$ cat src/rtl/bundle_packer.sv
// bundle_packer: packs program-ordered 16-bit instructions into 32-bit {slot2, slot1} bundles.
//   clk, rst      : clock; synchronous active-high reset
//   in_valid/in_ready/in_instr : instruction input handshake (opcode = in_instr[4:0])
//   flush         : force out any held slot1 op
//   bundle_valid/bundle_ready/bundle : registered bundle output handshake
//   err_illegal   : one-cycle pulse after an illegal opcode is accepted
//   bundle_cnt, nop_cnt : wrapping counts of emitted bundles and NOP halves emitted
module bundle_packer #(
    parameter int unsigned TIMEOUT = 8,
    parameter int unsigned CNT_W   = 16
) (
    input  logic             clk,
    input  logic             rst,
    input  logic             in_valid,
    output logic             in_ready,
    input  logic [15:0]      in_instr,
    input  logic             flush,
    output logic             bundle_valid,
    input  logic             bundle_ready,
    output logic [31:0]      bundle,
    output logic             err_illegal,
    output logic [CNT_W-1:0] bundle_cnt,
    output logic [CNT_W-1:0] nop_cnt
);
    localparam logic [0:0] S_EMPTY = 1'b0;
    localparam logic [0:0] S_HOLD  = 1'b1;
    // Wide enough to reach TIMEOUT and still saturate one step above it.
    localparam int TW = $clog2(TIMEOUT + 2);
    localparam logic [TW-1:0] TO_V = TW'(TIMEOUT);

    logic [0:0]       state_q, state_d;
    logic [15:0]      held_q, held_d;
    logic [TW-1:0]    timer_q, timer_d;
    logic             bv_q, bv_d;
    logic [31:0]      bundle_q, bundle_d;
    logic             err_q, err_d;
    logic [CNT_W-1:0] bcnt_q, bcnt_d;
    logic [CNT_W-1:0] ncnt_q, ncnt_d;

    logic [4:0]  op;
    logic        is_alu, is_mem, is_nop, is_ill;
    logic        hold, out_free, flush_emit, timeout_emit, force_emit, accept, handshake;
    logic        emit;
    logic [31:0] emit_word;

    assign op     = in_instr[4:0];
    assign is_alu = op inside {5'b01000, 5'b00101};
    assign is_mem = op inside {5'b01010, 5'b01011, 5'b11110, 5'b11011};
    assign is_nop = op == 5'b00000;
    assign is_ill = !(is_alu || is_mem || is_nop);

    assign hold         = state_q == S_HOLD;
    assign out_free     = !bv_q || bundle_ready;
    assign flush_emit   = flush && hold && out_free;
    assign timeout_emit = (TIMEOUT != 0) && hold && (timer_q >= TO_V) && out_free;
    // Flush and timeout share one emit path, so a coincidence yields a single bundle.
    assign force_emit   = flush_emit || timeout_emit;
    assign in_ready     = out_free && !force_emit;
    assign accept       = in_valid && in_ready;
    assign handshake    = bv_q && bundle_ready;

    always_comb begin
        state_d   = state_q;
        held_d    = held_q;
        emit      = 1'b0;
        emit_word = 32'h0;
        if (force_emit) begin
            emit      = 1'b1;
            emit_word = {16'h0, held_q};
            state_d   = S_EMPTY;
        end else if (accept && !hold) begin
            held_d    = is_alu ? in_instr : held_q;
            state_d   = is_alu ? S_HOLD : S_EMPTY;
            emit      = is_mem;
            emit_word = {in_instr, 16'h0};
        end else if (accept) begin
            // A held ALU op only pairs with a following MEM op; anything else pushes it out alone.
            emit      = 1'b1;
            emit_word = is_mem ? {in_instr, held_q} : {16'h0, held_q};
            held_d    = is_alu ? in_instr : held_q;
            state_d   = is_alu ? S_HOLD : S_EMPTY;
        end
    end

    assign timer_d  = (accept || !hold || force_emit) ? '0 :
                      (timer_q == '1) ? timer_q : timer_q + 1'b1;
    assign bv_d     = emit || (bv_q && !bundle_ready);
    assign bundle_d = emit ? emit_word : bundle_q;
    assign err_d    = accept && is_ill;
    assign bcnt_d   = handshake ? bcnt_q + 1'b1 : bcnt_q;
    assign ncnt_d   = handshake ? ncnt_q + CNT_W'(bundle_q[15:0] == 16'h0)
                                         + CNT_W'(bundle_q[31:16] == 16'h0) : ncnt_q;

    always_ff @(posedge clk) begin
        if (rst) begin
            state_q  <= S_EMPTY;
            held_q   <= 16'h0;
            timer_q  <= '0;
            bv_q     <= 1'b0;
            bundle_q <= 32'h0;
            err_q    <= 1'b0;
            bcnt_q   <= '0;
            ncnt_q   <= '0;
        end else begin
            state_q  <= state_d;
            held_q   <= held_d;
            timer_q  <= timer_d;
            bv_q     <= bv_d;
            bundle_q <= bundle_d;
            err_q    <= err_d;
            bcnt_q   <= bcnt_d;
            ncnt_q   <= ncnt_d;
        end
    end

    assign bundle_valid = bv_q;
    assign bundle       = bundle_q;
    assign err_illegal  = err_q;
    assign bundle_cnt   = bcnt_q;
    assign nop_cnt      = ncnt_q;
endmodule
$ cat config.mk
export PLATFORM = sky130hd
export DESIGN_NAME = bundle_packer
export DESIGN_NICKNAME = d
export VERILOG_FILES = /design/src/rtl/bundle_packer.sv
export SDC_FILE = /design/constraint.sdc
export NUM_CORES = 1
export LEC_CHECK = 0
export ABC_AREA = 1
export CORE_MARGIN = 3
export CORE_UTILIZATION = 27
export CTS_CLUSTER_DIAMETER = 50
export DETAILED_ROUTE_END_ITERATION = 16
export SYNTH_ARGS = -nofsm -noshare
export SYNTH_HDL_FRONTEND = slang
export SYNTH_SLANG_ARGS = --single-unit
$ cat constraint.sdc
create_clock -name clk -period 4.3 [get_ports clk]
set_input_delay 1.29 -clock clk [delete_from_list [all_inputs] [get_ports clk]]
set_output_delay 1.29 -clock clk [all_outputs]
set_load 0.05 [all_outputs]
==> flow_summary_export.csv, run 1 <==
group,metric,value,unit
clock_tree,ctsHoldBuffers,0,
final_layout,area_delta_synth_final,32.8,%
placement,dp_cells,831,
global_route,antenna_found_initial,0,
setup_path,cp_max_fo,3,
clock_tree,cts-root-buf,"clkbuf_16",
clock_tree,cts_made_buffers,9,
run,drv_cap,0,
timing,slew_headroom,0.251,
setup_path,critPathCapture,"in_ready",
clock_tree,clkTransAtPathRegs,0.06,ns
route,viasPerCell,4.51,
route,firstDrtPassIters,4,
setup_path,cp-startpoint,"bundle_ready",
final_layout,layout-drive-gt1-share,0.0589,
pwr,leakagePower,2.25,nW
min_path,hp-class,"reg2reg",
setup_path,end_kind,"output port",
setup_path,r2r_end,"nop_cnt[10]",
clock_tree,htreeDepth,3,
placement,hpwl,7820,um
logic_synthesis,syn-mean-instance-area,7.03,um^2
logic_synthesis,syn_area,4060,um^2
die,coreArea,14600,um^2
setup_path,worstSetupPathType,"in2out",
setup_path,crit_path_start_kind,"input port",
logic_synthesis,yosysMostFrequentCell,"nand2_1",
die,die_h,129,um
timing,hold_violations,0,
final_layout,design_area,5400,um^2
global_route,grt_pass1_wl,17900,um
route,drc_errors,0,
logic_synthesis,yosys-top-cells-count,"nand2_1, nor2_1, dfxtp_1, inv_1, a21oi_1",
logic_synthesis,synth_edf_count,0,
global_route,first_global_vias,3555,
logic_synthesis,synth_top_area_cell,"dfxtp_1",
clock_tree,cts_setup_buffers,0,
pwr,total_power,1.87,mW
die,dieWidth,129,um
setup_path,rrSetupSlack,1.65,ns
logic_synthesis,seq_area_frac_synth,0.429,
logic_synthesis,synth_top_area_frac,0.429,
global_route,grt_start_max_net_pins,45,
logic_synthesis,yosysWarnings,0,
clock_tree,ctsResizeCount,0,
logic_synthesis,ys_types,34,
route,wl_per_cell,12.8,um
outcome,status,"completed",
logic_synthesis,syn-num-nets,604,
route,drt_iter0_drc,223,
timing,period_minus_slack,3.68,ns
min_path,min_from,"held_q[1]",
logic_synthesis,synth_seq_cells,87,
die,start_util,0.278,
timing,tightest_slew,1.12,ns
logic_synthesis,yosys_most_used_dff,"dfxtp_1",
logic_synthesis,yosys-top-cells-area,"dfxtp_1, nand2_1, nor2_1, inv_1, a21oi_1",
timing,tns,0,ns
global_route,grt_overflow,0,
setup_path,worstReg2RegStart,"bundle[16]",
setup_path,cp.arrival,2.39,ns
route,wl,10900,um
final_layout,final_nets,684,
final_layout,stdcell_count,846,
timing,max_freq,272,MHz
route,vias,3815,
timing,setup_viol,0,
clock_tree,clock_path_buffers,2,
die,row_count,44,
placement,place_area,5080,um^2
clock_tree,cts_tree,"yes",
timing,report.final.slew_viol_count,0,
setup_path,rr_worst_depth,12,
final_layout,num_antenna_cells,0,
clock_tree,clock_sinks,87,
die,dieArea,16600,um^2
timing,fin_skew,0.00937,ns
global_route,track_usage,0.135,
clock_tree,clk_latency,0.34,ns
die,pin_count,88,
setup_path,worstPathRequired,3.01,ns
timing,rsz0062_at_grt,"false",
pwr,p_per_area,347,nW/um^2
timing,post-route-period-util,0.855,
min_path,hold_depth,2,
logic_synthesis,ys_async_sr_fraction,0,
timing,holdWs,0.447,ns
placement,portBuffers,87,
logic_synthesis,synthCells,578,
route,final_antenna_net_count,0,
placement,gp_congestion,0.738,
pwr,peakVddDrop,0.181,mV
-- layout make-up --
cell class | count | area [um^2]
clock inverter | 5 | 81.3
timing repair buffer | 91 | 906
fill | 1574 | 9250
clock buffer | 10 | 239
multi-input combinational | 398 | 1930
tap | 184 | 230
sequential | 87 | 1740
inverter | 71 | 267
-- per-stage QoR --
step	setup WS, ns	util
5_1_grt	0.537	0.369
3_3_place_gp	0.581	0.347
3_5_place_dp	0.612	0.347
2_1_floorplan	1.16	-
6_report	0.623	0.369
4_1_cts	0.597	0.369
-- cells in the final DEF, fill, tap and decap left out, types with 2 or more instances in the layout --
cell             Yosys  layout
nand2_1            135     135
nor2_1              92      92
dfxtp_1             87      87
clkdlybuf4s50_1      0      85
inv_1               67      67
a21oi_1             50      50
nand3_1             30      30
nand3b_1            15      15
nand4_1             12      12
nor3_1              11      11
o21ai_0             11      11
nor4_1               9       9
clkbuf_16            0       9
inv_2                4       4
nor2_4               4       4
ha_1                 4       4
buf_4                7       4
nor2_2               3       3
o21a_1               3       3
and3_1               3       3
nand2_4              2       2
or2_2                2       2
a31oi_1              2       2
bufinv_16            0       2
-- cell families after synthesis --
family / share of synthesized area
flops: 0.429
xor+xnor: 0.00431
simple gates: 0.360
buf+inv: 0.0961
fa+ha+maj: 0.0172
compound gates: 0.0936
-- flip-flops by register name (all words and copies together) (netlist names) --
register      count
bundle           32
bundle_cnt       16
bundle_valid      1
err_illegal       1
held_q           16
hold              1
nop_cnt          16
timer_q           4
-- power by group --
group          leakage [nW]  total [mW]  switching (mW)  internal, mW
clock network         0.155       0.850           0.327         0.523
logic                  1.40       0.191           0.123        0.0685
registers             0.703       0.831          0.0111         0.820
total                  2.25        1.87           0.461          1.41
-- critical path: stages --
cell	delay [ns]
clkdlybuf4s50_1	0.45
nor2_2	0.25
inv_2	0.11
nand2_1	0.08
inv_1	0.06
buf_12	0.15
-- metal layers --
layer | global-route usage | wire length [um] | part of all wire | vias to the layer above
met1 | 0.181 | 5220 | 0.48 | 1729
li1 | - | - | - | 1998
met2 | 0.212 | 5050 | 0.46 | 77
met5 | 0 | 0 | 0 | -
met3 | 0.0311 | 449 | 0.041 | 11
met4 | 0.0488 | 149 | 0.014 | 0
-- how the worst min path moves through the flow --
| stage | slack [ns] | endpoint |
|---|---|---|
| 6_report | 0.45 | held_q[1] |
| 5_1_grt | 0.47 | bundle[7] |
| 4_1_cts | 0.45 | held_q[1] |
| 3_5_place_dp | 0.44 | held_q[1] |
| 3_3_place_gp | 0.43 | held_q[1] |
| 2_1_floorplan | 0.42 | held_q[1] |
No activity file was read; power rests on OpenSTA's default activity.
==> run 2: changes to the inputs <==
SLEW_MARGIN = 20   (was unset)
==> flow_summary_export.csv, run 2 (synthesis gave the netlist of run 1 again) <==
group,metric,value,unit
outcome,status,"completed",
die,die_h,129,um
global_route,grt_pass1_wl,17900,um
final_layout,layout-drive-gt1-share,0.0589,
global_route,antenna_found_initial,0,
final_layout,num_antenna_cells,0,
clock_tree,cts_setup_buffers,0,
run,drv_cap,0,
global_route,grtUsageMet3,0.0311,
placement,hpwl,7820,um
route,vias,3815,
global_route,grt_overflow,0,
die,row_count,44,
timing,hold_violations,0,
clock_tree,htreeDepth,3,
timing,tns,0,ns
timing,setup_viol,0,
final_layout,final_nets,684,
clock_tree,clock_sinks,87,
timing,post-route-period-util,0.855,
route,firstDrtPassIters,4,
pwr,leakagePower,2.25,nW
route,drc_errors,0,
setup_path,end_kind,"output port",
min_path,hp-class,"reg2reg",
timing,period_minus_slack,3.68,ns
setup_path,worstPathRequired,3.01,ns
global_route,use_met2,0.212,
die,start_util,0.278,
route,drt_iter0_drc,223,
route,viasPerCell,4.51,
timing,holdWs,0.447,ns
final_layout,final_common_cell,"nand2_1",
placement,gp_congestion,0.738,
pwr,p_per_area,347,nW/um^2
clock_tree,cts_made_buffers,9,
clock_tree,clkTransAtPathRegs,0.06,ns
clock_tree,clk_latency,0.34,ns
global_route,grt_start_max_net_pins,45,
timing,fin_skew,0.00937,ns
global_route,track_usage,0.135,
setup_path,cp_max_fo,3,
placement,dp_slack,0.612,ns
clock_tree,cts-root-buf,"clkbuf_16",
clock_tree,ctsResizeCount,0,
route,wl_per_cell,12.8,um
die,dieArea,16600,um^2
clock_tree,clock_path_buffers,2,
timing,max_freq,272,MHz
global_route,first_global_vias,3555,
route,final_antenna_net_count,0,
setup_path,crit_path_start_kind,"input port",
global_route,use_met1,0.181,
timing,rsz0062_at_grt,"false",
global_route,grt-busiest-layer,"met2",
timing,slew_headroom,0.304,
die,dieWidth,129,um
final_layout,largest_reg_flops,32,
timing,finalWorstSetupSlack,0.623,ns
setup_path,worstSetupPathType,"in2out",
pwr,peakVddDrop,0.181,mV
timing,tightest_slew,1.04,ns
die,pin_count,88,
clock_tree,cts_tree,"yes",
placement,portBuffers,87,
final_layout,area_delta_synth_final,32.8,%
route,wl,10800,um
die,coreArea,14600,um^2
final_layout,mostFrequentLayoutCells,"nand2_1, nor2_1, dfxtp_1, clkdlybuf4s50_1, inv_1",
timing,report.final.slew_viol_count,0,
clock_tree,ctsHoldBuffers,0,
setup_path,cp.arrival,2.39,ns
## run 2: cell types whose count changed in the layout (fill, tap and decap cells not counted)
| cell | change |
|---|---|
| clkinv_1 | +1 |
| inv_1 | -1 |
## run 2: path summary, 6_finish.rpt
path / cells after the start / end / startpoint / slack, ns
setup / recovery: 6 / in_ready / bundle_ready / 0.62
hold / removal: 2 / held_q[1] / held_q[1] / 0.45
setup reg to reg: 12 / nop_cnt[10] / bundle[16] / 1.64
hold reg to reg: 2 / held_q[1] / held_q[1] / 0.45
## run 2: routing by layer
metal  routed length [um]  vias to the layer above  share of wire
li1                     -                     1999              -
met1                 5210                     1726           0.48
met2                 5030                       79           0.46
met3                  445                       11          0.041
met4                  149                        0          0.014
met5                    0                        -              0
## run 2: power breakdown
group / switching, mW / internal [mW]
sequential: 0.0111 / 0.820
combinational: 0.122 / 0.0686
clock: 0.327 / 0.523
## run 2: critical path, stage by stage
cell and delay, ns:
clkdlybuf4s50_1 0.45, nor2_2 0.25, inv_2 0.11, nand2_1 0.08
inv_1 0.06, buf_12 0.15
## run 2: cell type report
type | count | area, um^2
well taps | 184 | 230
repair buffers | 91 | 906
flip-flops and latches | 87 | 1740
clock buffers | 10 | 239
multi-input cells | 398 | 1930
inverters | 71 | 267
clock inverters | 5 | 81.3
fillers | 1574 | 9250
## run 2: through the flow
| stage | power [mW] | utilization | instance area, um^2 | std cells |
|---|---|---|---|---|
| 3_3_place_gp | 1.04 | 0.347 | 5080 | 831 |
| 5_1_grt | 1.95 | 0.369 | 5400 | 846 |
| 6_report | 1.87 | 0.369 | 5400 | 846 |
| 3_5_place_dp | 1.04 | 0.347 | 5080 | 831 |
| 4_1_cts | 1.90 | 0.369 | 5400 | 846 |
| 2_1_floorplan | 0.971 | - | 4060 | 578 |
